--- src/rtl/mips_pkg.sv ---
// Shared definitions for the MEM/WB writeback slice: load-size codes, FSM states
// and the hard-wired zero register.
package mips_pkg;

  typedef enum logic [1:0] {
    LS_BYTE = 2'b00,
    LS_HALF = 2'b01,
    LS_WORD = 2'b10,
    LS_RSVD = 2'b11
  } load_size_e;

  typedef enum logic {
    IDLE,
    WAIT_LOAD
  } wb_state_e;

  localparam logic [4:0] REG_ZERO = 5'd0;

endpackage

--- src/rtl/writeback_stage_if.sv ---
// MEM-side handshake, load-return bus and register-file write port of the
// writeback stage; slave is the stage's own view, master the surrounding pipeline.
interface writeback_stage_if;
  import mips_pkg::*;

  logic        mem_valid;
  logic        mem_ready;
  logic        mem_reg_write;
  logic        mem_is_load;
  logic [1:0]  mem_load_size;
  logic        mem_load_sext;
  logic [4:0]  mem_wreg;
  logic [31:0] mem_alu_result;
  logic        load_valid;
  logic [31:0] load_data;
  logic        regWrite;
  logic [4:0]  writeRegister;
  logic [31:0] writeData;

  modport slave (
    input  mem_valid, mem_reg_write, mem_is_load, mem_load_size, mem_load_sext,
           mem_wreg, mem_alu_result, load_valid, load_data,
    output mem_ready, regWrite, writeRegister, writeData
  );

  modport master (
    output mem_valid, mem_reg_write, mem_is_load, mem_load_size, mem_load_sext,
           mem_wreg, mem_alu_result, load_valid, load_data,
    input  mem_ready, regWrite, writeRegister, writeData
  );
endinterface

--- src/rtl/load_align.sv ---
// Big-endian sub-word extraction and sign/zero extension for returning load data,
// plus detection of addresses not naturally aligned to the access size.
module load_align
  import mips_pkg::*;
(
  input  logic [31:0] data_i,
  input  load_size_e  size_i,
  input  logic [1:0]  off_i,
  input  logic        sext_i,
  output logic [31:0] value_o,
  output logic        misaligned_o
);

  logic [7:0]  byte_v;
  logic [15:0] half_v;

  always_comb begin
    byte_v = '0;
    case (off_i)
      2'd0:    byte_v = data_i[31:24];
      2'd1:    byte_v = data_i[23:16];
      2'd2:    byte_v = data_i[15:8];
      default: byte_v = data_i[7:0];
    endcase
    half_v = off_i[1] ? data_i[15:0] : data_i[31:16];

    value_o      = data_i;
    misaligned_o = 1'b0;
    case (size_i)
      LS_BYTE: value_o = {{24{sext_i & byte_v[7]}}, byte_v};
      LS_HALF: begin
        value_o      = {{16{sext_i & half_v[15]}}, half_v};
        misaligned_o = off_i[0];
      end
      default: misaligned_o = (off_i != 2'd0);
    endcase
  end

endmodule

--- src/rtl/writeback_stage.sv ---
// MEM/WB stage: latches MEM results, waits (bounded) for load data, and issues
// one registered register-file write pulse per retired instruction.
module writeback_stage
  import mips_pkg::*;
#(
  parameter int unsigned LOAD_TIMEOUT = 16,
  parameter int unsigned CNT_W        = 32
) (
  input  logic                 clk,
  input  logic                 reset,
  writeback_stage_if.slave     wb,
  output logic                 load_error,
  output logic [CNT_W-1:0]     retire_count
);

  localparam int unsigned TMO_W = (LOAD_TIMEOUT > 1) ? $clog2(LOAD_TIMEOUT) : 1;

  wb_state_e        state_q, state_d;
  logic             regwrite_q, regwrite_d;
  logic [4:0]       wreg_q, wreg_d;
  logic [31:0]      wdata_q, wdata_d;
  logic             err_q, err_d;
  logic [CNT_W-1:0] retire_q, retire_d;
  logic [TMO_W-1:0] tmo_q, tmo_d;
  logic             rw_q, rw_d;
  load_size_e       size_q, size_d;
  logic             sext_q, sext_d;
  logic [1:0]       off_q, off_d;

  logic [31:0] aligned;
  logic        misaligned;

  load_align u_align (
    .data_i       (wb.load_data),
    .size_i       (size_q),
    .off_i        (off_q),
    .sext_i       (sext_q),
    .value_o      (aligned),
    .misaligned_o (misaligned)
  );

  always_comb begin
    state_d    = state_q;
    regwrite_d = 1'b0;
    wreg_d     = wreg_q;
    wdata_d    = wdata_q;
    err_d      = err_q;
    retire_d   = retire_q;
    tmo_d      = tmo_q;
    rw_d       = rw_q;
    size_d     = size_q;
    sext_d     = sext_q;
    off_d      = off_q;
    case (state_q)
      IDLE: begin
        if (wb.mem_valid) begin
          wreg_d = wb.mem_wreg;
          rw_d   = wb.mem_reg_write;
          if (wb.mem_is_load) begin
            size_d  = load_size_e'(wb.mem_load_size);
            sext_d  = wb.mem_load_sext;
            off_d   = wb.mem_alu_result[1:0];
            tmo_d   = '0;
            state_d = WAIT_LOAD;
          end else begin
            wdata_d    = wb.mem_alu_result;
            regwrite_d = wb.mem_reg_write && (wb.mem_wreg != REG_ZERO);
            retire_d   = retire_q + 1'b1;
          end
        end
      end
      WAIT_LOAD: begin
        // load_valid is tested first so data arriving on the timeout edge still commits
        if (wb.load_valid) begin
          state_d  = IDLE;
          retire_d = retire_q + 1'b1;
          if (misaligned) begin
            err_d = 1'b1;
          end else begin
            wdata_d    = aligned;
            regwrite_d = rw_q && (wreg_q != REG_ZERO);
          end
        end else if (tmo_q == TMO_W'(LOAD_TIMEOUT - 1)) begin
          state_d  = IDLE;
          err_d    = 1'b1;
          retire_d = retire_q + 1'b1;
        end else begin
          tmo_d = tmo_q + 1'b1;
        end
      end
      default: state_d = IDLE;
    endcase
  end

  always_ff @(posedge clk) begin
    if (reset) begin
      state_q    <= IDLE;
      regwrite_q <= 1'b0;
      wreg_q     <= '0;
      wdata_q    <= '0;
      err_q      <= 1'b0;
      retire_q   <= '0;
      tmo_q      <= '0;
      rw_q       <= 1'b0;
      size_q     <= LS_WORD;
      sext_q     <= 1'b0;
      off_q      <= '0;
    end else begin
      state_q    <= state_d;
      regwrite_q <= regwrite_d;
      wreg_q     <= wreg_d;
      wdata_q    <= wdata_d;
      err_q      <= err_d;
      retire_q   <= retire_d;
      tmo_q      <= tmo_d;
      rw_q       <= rw_d;
      size_q     <= size_d;
      sext_q     <= sext_d;
      off_q      <= off_d;
    end
  end

  assign wb.mem_ready     = (state_q == IDLE);
  assign wb.regWrite      = regwrite_q;
  assign wb.writeRegister = wreg_q;
  assign wb.writeData     = wdata_q;
  assign load_error       = err_q;
  assign retire_count     = retire_q;

endmodule
--- src/flat_wrapper.sv ---
// flat-port wrapper written by rule: the top's interface ports become plain ports
module writeback_stage_flat import mips_pkg::*;
#(
  parameter int unsigned LOAD_TIMEOUT = 16,
  parameter int unsigned CNT_W        = 32
)
  (clk, reset, load_error, retire_count, wb_mem_valid, wb_mem_reg_write, wb_mem_is_load, wb_mem_load_size, wb_mem_load_sext, wb_mem_wreg, wb_mem_alu_result, wb_load_valid, wb_load_data, wb_mem_ready, wb_regWrite, wb_writeRegister, wb_writeData);
  writeback_stage_if wb_i ();
  input  logic clk;
  input  logic reset;
  output logic load_error;
  output logic [CNT_W-1:0] retire_count;
  input wire logic [$bits(wb_i.mem_valid)-1:0] wb_mem_valid;
  input wire logic [$bits(wb_i.mem_reg_write)-1:0] wb_mem_reg_write;
  input wire logic [$bits(wb_i.mem_is_load)-1:0] wb_mem_is_load;
  input wire logic [$bits(wb_i.mem_load_size)-1:0] wb_mem_load_size;
  input wire logic [$bits(wb_i.mem_load_sext)-1:0] wb_mem_load_sext;
  input wire logic [$bits(wb_i.mem_wreg)-1:0] wb_mem_wreg;
  input wire logic [$bits(wb_i.mem_alu_result)-1:0] wb_mem_alu_result;
  input wire logic [$bits(wb_i.load_valid)-1:0] wb_load_valid;
  input wire logic [$bits(wb_i.load_data)-1:0] wb_load_data;
  output wire logic [$bits(wb_i.mem_ready)-1:0] wb_mem_ready;
  output wire logic [$bits(wb_i.regWrite)-1:0] wb_regWrite;
  output wire logic [$bits(wb_i.writeRegister)-1:0] wb_writeRegister;
  output wire logic [$bits(wb_i.writeData)-1:0] wb_writeData;
  assign wb_i.mem_valid = wb_mem_valid;
  assign wb_i.mem_reg_write = wb_mem_reg_write;
  assign wb_i.mem_is_load = wb_mem_is_load;
  assign wb_i.mem_load_size = wb_mem_load_size;
  assign wb_i.mem_load_sext = wb_mem_load_sext;
  assign wb_i.mem_wreg = wb_mem_wreg;
  assign wb_i.mem_alu_result = wb_mem_alu_result;
  assign wb_i.load_valid = wb_load_valid;
  assign wb_i.load_data = wb_load_data;
  assign wb_mem_ready = wb_i.mem_ready;
  assign wb_regWrite = wb_i.regWrite;
  assign wb_writeRegister = wb_i.writeRegister;
  assign wb_writeData = wb_i.writeData;
  writeback_stage #(.LOAD_TIMEOUT(LOAD_TIMEOUT), .CNT_W(CNT_W)) u_core (.clk(clk), .reset(reset), .wb(wb_i), .load_error(load_error), .retire_count(retire_count));
endmodule
--- config.mk ---
export PLATFORM = sky130hd
export DESIGN_NAME = writeback_stage_flat
export DESIGN_NICKNAME = d
export VERILOG_FILES = /design/src/rtl/mips_pkg.sv /design/src/rtl/writeback_stage_if.sv /design/src/rtl/load_align.sv /design/src/rtl/writeback_stage.sv /design/src/flat_wrapper.sv
export SDC_FILE = /design/constraint.sdc
export NUM_CORES = 1
export LEC_CHECK = 0
export ABC_AREA = 1
export CAP_MARGIN = 30
export CELL_PAD_IN_SITES_DETAIL_PLACEMENT = 1
export CELL_PAD_IN_SITES_GLOBAL_PLACEMENT = 2
export CORE_ASPECT_RATIO = 1.25
export CORE_MARGIN = 2
export CORE_UTILIZATION = 35
export DETAILED_ROUTE_END_ITERATION = 10
export DONT_BUFFER_PORTS = 1
export PLACE_DENSITY = 0.93
export RECOVER_POWER = 50
export SKIP_CTS_REPAIR_TIMING = 1
export SYNTH_ARGS = -nofsm -noshare
export SYNTH_HDL_FRONTEND = slang
export SYNTH_SLANG_ARGS = --single-unit
--- constraint.sdc ---
create_clock -name clk -period 4.6 [get_ports clk]
set_clock_uncertainty 0.05 [all_clocks]
set_input_delay 1.38 -clock clk [delete_from_list [all_inputs] [get_ports clk]]
set_output_delay 1.38 -clock clk [all_outputs]
set_load 0.01 [all_outputs]
==> metrics.md, run 1 <==
| Metric | Value |
|---|---|
| Clock Latency Late Sink | 0.34 ns |
| Initial drt markers | roughly 170 |
| Final core utilization | between 30% and 40% |
| Antenna Cells | 0 |
| Routed len/inst | 17.6 um |
| Largest cells by area after synthesis | dfxtp_1, nand2_1, a21oi_1 |
| Maximum Capacitance Violations | 0 |
| Hold path depth | 2 |
| Maximum clock insertion buffer count | 2 |
| Layout overhead on the synthesized area | 8.60% |
| Static leakage | 1.98 nW |
| Pre-antenna DRT Iters | 4 |
| Maximum VDD drop | 0.150 mV |
| Initial antenna violation count | 0 |
| Final worst-path cycle share | ~72% |
| Flops & latches, synth | a little over 80 |
| Yosys warns | 0 |
| Die Y | around 130 um |
| Req. time, crit path | ~4.8 ns |
| H-tree levels | 3 |
| Met3 WL | 1270 um |
| Register area share after synthesis | 34.2% |
| Max Slew Vio Count | 0 |
| GRT Residual Overflow | 0 |
| Clk sink count | a little over 80 |
| Synth async-reset ratio | 0% |
| Number of enable flip-flop cells after synthesis | 0 |
| Worst R2R Path Depth | 8 |
| Nets | approximately 850 |
| Worst flop-to-flop path endpoint | u_core.retire_count[5] |
| Die ar. | 14700 sq um |
| DRT antenna net count | 0 |
| Syn Inst Count | 783 |
| Ports | 150 |
| Worst EP arrival | about 3.6 ns |
| Hold crit path type | reg -> reg |
| Crit path max fanout | 26 |
| Rel. slew slack | about a tenth |
| Chip Width | 109 um |
| Reg clk slew, reported paths | ~0.060 ns |
| Synth Net Count | 863 |
| Routability cong. | ~0.88 |
| Largest net degree at the start of global routing | between 40 and 50 |
| Port Buf Inserts | 0 |
| Worst-Margin Slew | between 1 and 1.5 ns |
| DP Wirelength | approximately 13000 um |
| First-pass GRT wire length | around 26000 um |
| Min Hold Slack | 0.419 ns |
| PD cells | approximately 350 nW/um^2 |
| Final Critical Period | between 3 and 4 ns |
| Final-report setup violation count | 0 |
| Post-Route WL | roughly 17000 um |
| Critical Path Source Type | primary input |
| DRT met1 WL | roughly 6000 um |
| Synth area leader | dfxtp_1 |
| Vias in the first global route | approximately 5400 |
| Fillers | about 1800 |
| # rows | 47 |
| Setup_tns | 0 ns |
| CP Capture Type | register |
| DRC | 0 |
| Critical hold path startpoint | u_core.rw_q |
| Flop-to-flop setup slack | around 1.6 ns |
| Via count | 5100 |
| Main synth FF type | dfxtp_1 |
| Reg-to-reg startpoint | u_core.state_q |
| Synth Cell Area | between 4000 and 5000 sq um |
| Area of the core | between 10000 and 15000 sq um |
| Root Driver | clkbuf_16 |
| Final Hold Viols | 0 |
| RSZ-0062 raised after global routing | false |
| Status | completed |
| DR WL met2 | between 8000 and 9000 um |
| CTS tree | yes |
| Layout cells sized above 1 | under 10% |
| Distinct cell type count after synthesis | 31 |
| Synth top area share | between 30 and 40% |
| Syn_area_per_cell | 6.13 sq um |
| FMAX | ~0.3 GHz |
| CP Class | in -> reg |
| Initial Util | a little over a third |
| Top layer in use | met4 |
| WHS Endpoint | u_core.rw_q |
| Gr usage total | 22.7% |
| Number of buffers created by CTS | 9 |
| Vias/cell | 5.42 |
==> flip-flops by register name, summed over array words and instances, names as in the netlist <==
register,flops
u_core.state_q,1
u_core.rw_q,1
u_core.wb.writeData,32
u_core.sext_q,1
u_core.wb.writeRegister,5
u_core.retire_count,32
u_core.wb.regWrite,1
u_core.off_q,2
u_core.tmo_q,4
u_core.size_q,2
u_core.load_error,1
==> kinds of logic after synthesis <==
group | synth area share (%)
AND/OR/NAND/NOR | 36.5
AO/OA/AOI/OAI | 19.3
buffers and inverters | 9.04
flip-flops | 34.2
XOR/XNOR | 0.547
adder cells (fa/ha/maj) | 0.521
==> routing by layer <==
metal	vias up	GRT usage (%)
met5	-	0
met2	139	42.8
met3	29	7.38
li1	2506	-
met4	0	8.76
met1	2426	22.7
==> layout make-up <==
| type | count | area [sq um] | area share [%] |
|---|---|---|---|
| multi-input cells | 599 | 2720 | 52.2 |
| flip-flops and latches | 82 | 1640 | 31.5 |
| inverters | 68 | 255 | 4.89 |
| clock buffers | 11 | 243 | 4.65 |
| well taps | 171 | 214 | 4.10 |
| clock inverters | 5 | 85.1 | 1.63 |
| repair buffers | 5 | 53.8 | 1.03 |
==> per-stage QoR <==
stage                     power (mW)  area [sq um]  worst slack (ns)  cells
after floorplan                0.970          4800              2.18    783
after global placement          1.01          4870              1.62    924
after detailed placement        1.02          4890              1.49    925
after CTS                       1.83          5220              1.85    941
after global routing            1.89          5220              1.06    941
final                           1.81          5220              1.27    941
==> worst max-delay path by stage <==
stage	from	end	slack, ns	cells after the start
6_report	wb_mem_is_load	u_core.retire_count[5]	1.27	9
5_1_grt	wb_mem_is_load	u_core.retire_count[5]	1.06	9
4_1_cts	wb_mem_is_load	u_core.wb.writeData[0]	1.85	8
3_5_place_dp	wb_mem_is_load	u_core.wb.writeData[0]	1.49	8
3_3_place_gp	wb_mem_is_load	u_core.wb.writeData[0]	1.62	8
2_1_floorplan	wb_mem_is_load	u_core.retire_count[8]	2.18	10
==> worst max-delay path, stage by stage <==
cell	delay, ns
inv_1	0.02
nand2_1	0.06
nand2_1	0.10
nand2_1	0.11
clkbuf_1	0.99
inv_2	0.46
nand4_1	0.23
o21ai_1	0.07
a21oi_1	0.12
==> synth_stat cells, types with 6 or more instances <==
cell	instances
o211ai_1	8
inv_1	62
o21ai_1	21
nand3_1	47
o21ai_0	45
a21oi_1	98
buf_2	8
nand4_1	6
nor2_1	110
nor3_1	8
dfxtp_1	82
inv_2	6
nand2_1	216
or2_2	18
clkbuf_1	20
==> cell usage in the layout, fill, tap and decap left out <==
master      synthesis  routed
nand2_1           216     216
buf_4               1       3
o211ai_1            8       8
and3_1              2       2
inv_6               0       1
clkbuf_8            0       1
nand3_2             1       1
o21ai_1            21      21
nor2_2              3       3
dfxtp_1            82      82
clkinv_4            0       1
or2_2              18      18
a21oi_1            98      99
o21a_1              1       1
inv_1              62      62
a22oi_1             2       2
clkinvlp_4          0       1
nor4_1              1       1
bufinv_16           0       2
nand4_1             6       6
nor2_1            110     110
nand3b_4            1       1
buf_16              0       1
clkbuf_16           0       9
clkbuf_1           20       2
a31oi_1             2       2
o21ai_0            45      45
nand3_4             1       1
nor3_2              1       1
nand2_2             1       1
xor2_1              3       3
nand3_1            47      47
nor3_1              8       8
inv_2               6       6
ha_1                2       2
==> power by group <==
part | switching [mW] | total [mW] | internal, mW
Clock | 0.309 | 0.803 | 0.494
Combinational | 0.135 | 0.203 | 0.0678
Sequential | 0.0529 | 0.802 | 0.749
(Power assumes the default switching activity.)
==> run 2: changes to the inputs <==
- CORE_UTILIZATION: 35 -> 29
- PLACE_DENSITY: 0.93 -> 0.84
- clock period: 4.6 -> 2.9 ns (I/O delays scaled with it)
==> run 2 against run 1 <==
Against the previous run:
- register-to-register slack lost 0.78 ns
- routed wire length is 5.9% higher
- non-clock buffer count is 3 higher
- worst setup slack worse by 0.76 ns
- clock-buffer cell count stayed put
- global-route usage is 2.4 points lower
- critical path depth down 7
- hold slack got worse by 0.010 ns
- clock power increased by 44%
- critical endpoint is now wb_mem_ready
==> metrics.md, run 2 (synthesis gave the netlist of run 1 again) <==
| Metric | Value |
|---|---|
| Worst-path cell chain | inv_1 > buf_4 |
| Final Hold Viols | 0 |
| Nets | about 850 |
| Die Y | ~150 um |
| Static leakage | 1.97 nW |
| DRC | 0 |
| Worst-Margin Slew | approximately 0.78 ns |
| Setup_tns | 0 ns |
| Bufs and invs on worst path | 2 |
| Antenna Cells | 0 |
| Crit-path leading delay family | buffers and inverters |
| First-pass GRT wire length | between 20000 and 30000 um |
| Final-report setup violation count | 0 |
| Vias in the first global route | between 5000 and 6000 |
| H-tree levels | 3 |
| PD cells | ~530 nW/um^2 |
| Most common cell after layout, fill and taps aside | nand2_1 |
| Crit-path slowest cell | inv_1 |
| Vias/cell | between 5 and 6 |
| Fillers | 2141 |
| Die ar. | approximately 18000 sq um |
| Clock Latency Late Sink | ~0.36 ns |
| Ports | 150 |
| Most frequent cells in the layout | nand2_1, nor2_1, a21oi_1 |
| Maximum VDD drop | 0.224 mV |
| Hold crit path type | reg -> reg |
| Final core utilization | 32.4% |
| Max stage delay on crit path | approximately 0.40 ns |
| Largest net degree at the start of global routing | 43 |
| DP Wirelength | 13200 um |
| Crit path max fanout | 15 |
| Worst EP arrival | around 1.5 ns |
| Clk sink count | slightly above 80 |
| Critical hold path startpoint | u_core.rw_q |
| # rows | 52 |
| Reg-to-reg startpoint | u_core.state_q |
| CTS tree | yes |
| CP Capture Type | output port |
| Status | completed |
| DRT antenna net count | 0 |
| Port Buf Inserts | 0 |
| Chip Width | around 120 um |
| Area of the core | 16200 sq um |
| CP Class | reg -> out |
| Overall Power | roughly 2.8 mW |
| Rel. slew slack | 48.2% |
| Post-Route WL | 17600 um |
| Non-filler instance count after layout | 989 |
| Root Driver | clkbuf_16 |
| Final worst-path cycle share | between 80% and 90% |
| FMAX | 0.419 GHz |
| Initial antenna violation count | 0 |
| Placed Cells incl. Taps | approximately 970 |
| GRT Residual Overflow | 0 |
| Routed len/inst | approximately 18 um |
| Layout overhead on the synthesized area | 9.15% |
| Initial Util | between 20% and 30% |
| Max Slew Vio Count | 0 |
| Maximum Capacitance Violations | 0 |
| Pre-antenna DRT Iters | 4 |
| RSZ-0062 raised after global routing | false |
| Req. time, crit path | 1.98 ns |
| Reg clk slew, reported paths | 0.07 ns |
| Initial drt markers | 170 |
| Critical Path Source Type | register |
| Layout cells sized above 1 | roughly 7.2% |
| Final Critical Period | about 2.4 ns |
| Maximum clock insertion buffer count | 2 |
| FF/Latch Area | ~1600 sq um |
| Crit path from | u_core.state_q |
| Via count | 4991 |
| Gr usage total | slightly above 20% |
| Number of buffers created by CTS | 9 |
| Area of the multi-input gates | about 2700 sq um |
| Routability cong. | 0.838 |
-- run 2: changes by cell type in the layout (fill, tap and decap cells not counted), sizes merged --
cell,delta
buf,+3
bufinv,-2
clkinv,+1
clkinvlp,+1
-- run 2: final timing paths --
check	slack, ns	to	cells past startpoint
worst max-delay path	0.51	wb_mem_ready	2
worst min-delay path	0.41	u_core.rw_q	2
worst min register to register	0.41	u_core.rw_q	2
worst max register to register	0.77	u_core.wb.writeData[9]	7
-- run 2: per-layer routing --
metal / routed length (um) / vias up / share of wire, % / GRT usage, %
li1: - / 2512 / - / -
met1: 6650 / 2316 / 38 / 21.1
met2: 9110 / 135 / 52 / 37.2
met3: 1310 / 28 / 7.4 / 6.29
met4: 480 / 0 / 2.7 / 8.93
met5: 0 / - / 0 / 0
-- run 2: cell type report --
type | count | area share (%)
clock buffer | 11 | 4.82
clock inverter | 5 | 0.716
inverter | 68 | 4.87
multi-input combinational | 599 | 52.0
sequential | 82 | 31.3
tap | 216 | 5.16
timing repair buffer | 8 | 1.10
-- run 2: metrics by stage --
step	cell area (sq um)	worst slack [ns]	hold WS [ns]
6_report	5240	0.511	0.409
5_1_grt	5240	0.431	0.453
4_1_cts	5260	0.674	0.412
3_5_place_dp	4970	0.713	0.401
3_3_place_gp	4970	0.729	0.395
2_1_floorplan	4800	0.992	0.385
-- run 2: worst min-delay path, cell delays in order (launching register included) --
cell and delay, ns:
dfxtp_1 0.31, nand2_1 0.06, a21oi_1 0.05
-- run 2: power breakdown --
part | internal (mW) | total, mW | leakage (nW) | switching, mW
logic | 0.109 | 0.326 | 1.16 | 0.217
clock network | 0.631 | 1.16 | 0.138 | 0.524
registers | 1.19 | 1.27 | 0.671 | 0.0817
total | 1.93 | 2.75 | 1.97 | 0.823
==> run 3: changes to the inputs <==
- CORE_UTILIZATION: 29 -> 32
- PLACE_DENSITY: 0.84 -> 0.87
- clock period: 2.9 -> 2.32 ns (I/O delays scaled with it)
==> run 3 against run 2 <==
Against the previous run:
- via count rose by 1.4%
- die area fell by 9.1%
- cell count down 3.3%
- worst setup slack worse by 0.11 ns
- hold slack worse by 0.051 ns
- sequential power increased by 24%
- clock power is 39% higher
- combinational power up 26%
- global-route usage up 0.86 points
- flip-flop and latch count did not move
- critical path depth is 6 higher
- utilization rose by 3.1 points
- critical endpoint is now u_core.retire_count[5]
==> metrics.md, run 3 (synthesis gave the netlist of run 1 again) <==
| Metric | Value |
|---|---|
| Crit-path slowest cell | inv_2 |
| CTS tree | yes |
| Setup_tns | 0 ns |
| Routability cong. | approximately 0.86 |
| Vias/cell | roughly 5.3 |
| Die ar. | between 15000 and 20000 sq um |
| Initial drt markers | roughly 180 |
| Bufs and invs on worst path | 1 |
| Reg clk slew, reported paths | 0.07 ns |
| Via count | ~5100 |
| Routed len/inst | between 15 and 20 um |
| Maximum clock insertion buffer count | 2 |
| Req. time, crit path | 2.51 ns |
| Area of placed instances | 4940 sq um |
| CP Class | reg -> reg |
| DRT antenna net count | 0 |
| Maximum Capacitance Violations | 0 |
| Most frequent cells in the layout | nand2_1, nor2_1, a21oi_1 |
| RSZ-0062 raised after global routing | false |
| Number of buffers created by CTS | 9 |
| Worst EP arrival | roughly 2.1 ns |
| Fillers | between 1500 and 2000 |
| GRT Residual Overflow | 0 |
| Vias in the first global route | approximately 5300 |
| Static leakage | 2.00 nW |
| FF/Latch Area | about 1600 sq um |
| Antenna Cells | 0 |
| Die Y | 141 um |
| Area of the multi-input gates | roughly 2700 sq um |
| Final non-filler cell area | about 5300 sq um |
| Nets | 849 |
| Port Buf Inserts | 0 |
| Initial antenna violation count | 0 |
| DP Wirelength | 12900 um |
| Status | completed |
| Worst-path cell chain | ha_1 > nand3_1 > nand2_1 > nand2_1 > inv_2 > nand4_1 > o21ai_1 > a21oi_1 |
| Layout overhead on the synthesized area | 9.48% |
| Initial Util | 32.4% |
| First-pass GRT wire length | about 27000 um |
| Crit-path leading delay family | simple AND/OR/NAND/NOR gates |
| Maximum VDD drop | 0.440 mV |
| Ports | 150 |
| Non-filler instance count after layout | around 960 |
| Rel. slew slack | between 60% and 70% |
| Hold crit path type | in -> reg |
| Largest net degree at the start of global routing | 44 |
| Layout cells sized above 1 | 7.24% |
| Final Critical Period | just under 2 ns |
| Final-report setup violation count | 0 |
| Area of the core | about 15000 sq um |
| Pre-antenna DRT Iters | 4 |
| Post-Route WL | 16700 um |
| Clk sink count | slightly above 80 |
| Max stage delay on crit path | roughly 0.38 ns |
| Most common cell after layout, fill and taps aside | nand2_1 |
| Clock Latency Late Sink | ~0.35 ns |
| Max Slew Vio Count | 0 |
| Final Hold Viols | 0 |
| CP Capture Type | register |
| Crit path max fanout | 20 |
| # rows | 50 |
| Gr usage total | 21.1% |
| Top cell by count, worst path | nand2_1 |
| Critical Path Source Type | register |
| Flop-to-flop setup slack | 0.40 ns |
| FMAX | around 0.52 GHz |
| Final core utilization | a little over a third |
| DRC | 0 |
| Chip Width | approximately 110 um |
| Worst-Margin Slew | between 0.5 and 0.6 ns |
| PD cells | between 600 and 700 nW/um^2 |
| Overall Power | roughly 3.6 mW |
| Root Driver | clkbuf_16 |
| Final worst-path cycle share | about 83% |
| Placed Cells incl. Taps | 940 |
| H-tree levels | 3 |
-- run 3: worst paths after layout --
path,from,end,depth (start not counted)
max,u_core.tmo_q[0],u_core.retire_count[5],8
min,reset,u_core.wb.regWrite,1
max reg2reg,u_core.tmo_q[0],u_core.retire_count[5],8
min reg2reg,u_core.rw_q,u_core.rw_q,2
-- run 3: per-layer routing --
layer | vias up | GRT usage, % | routed length (um)
li1 | 2515 | - | -
met1 | 2387 | 22.2 | 6250
met2 | 140 | 38.8 | 8810
met3 | 20 | 7.57 | 1290
met4 | 0 | 7.19 | 349
met5 | - | 0 | 0
-- run 3: metrics by stage --
step	hold WS (ns)	worst slack, ns
6_report	0.358	0.397
5_1_grt	0.343	0.157
2_1_floorplan	0.385	0.586
4_1_cts	0.345	0.367
3_5_place_dp	0.402	0.198
3_3_place_gp	0.400	0.218
-- run 3: final cells by class --
cell class	count	area share, %
Sequential cell	82	31.2
Multi-Input combinational cell	599	51.8
Timing Repair Buffer	9	1.48
Clock inverter	7	2.05
Tap cell	182	4.33
Clock buffer	9	4.28
Inverter	68	4.85
-- run 3: report_power, final --
part | internal (mW) | switching (mW)
combinational | 0.141 | 0.271
sequential | 1.49 | 0.0976
clock | 0.964 | 0.650
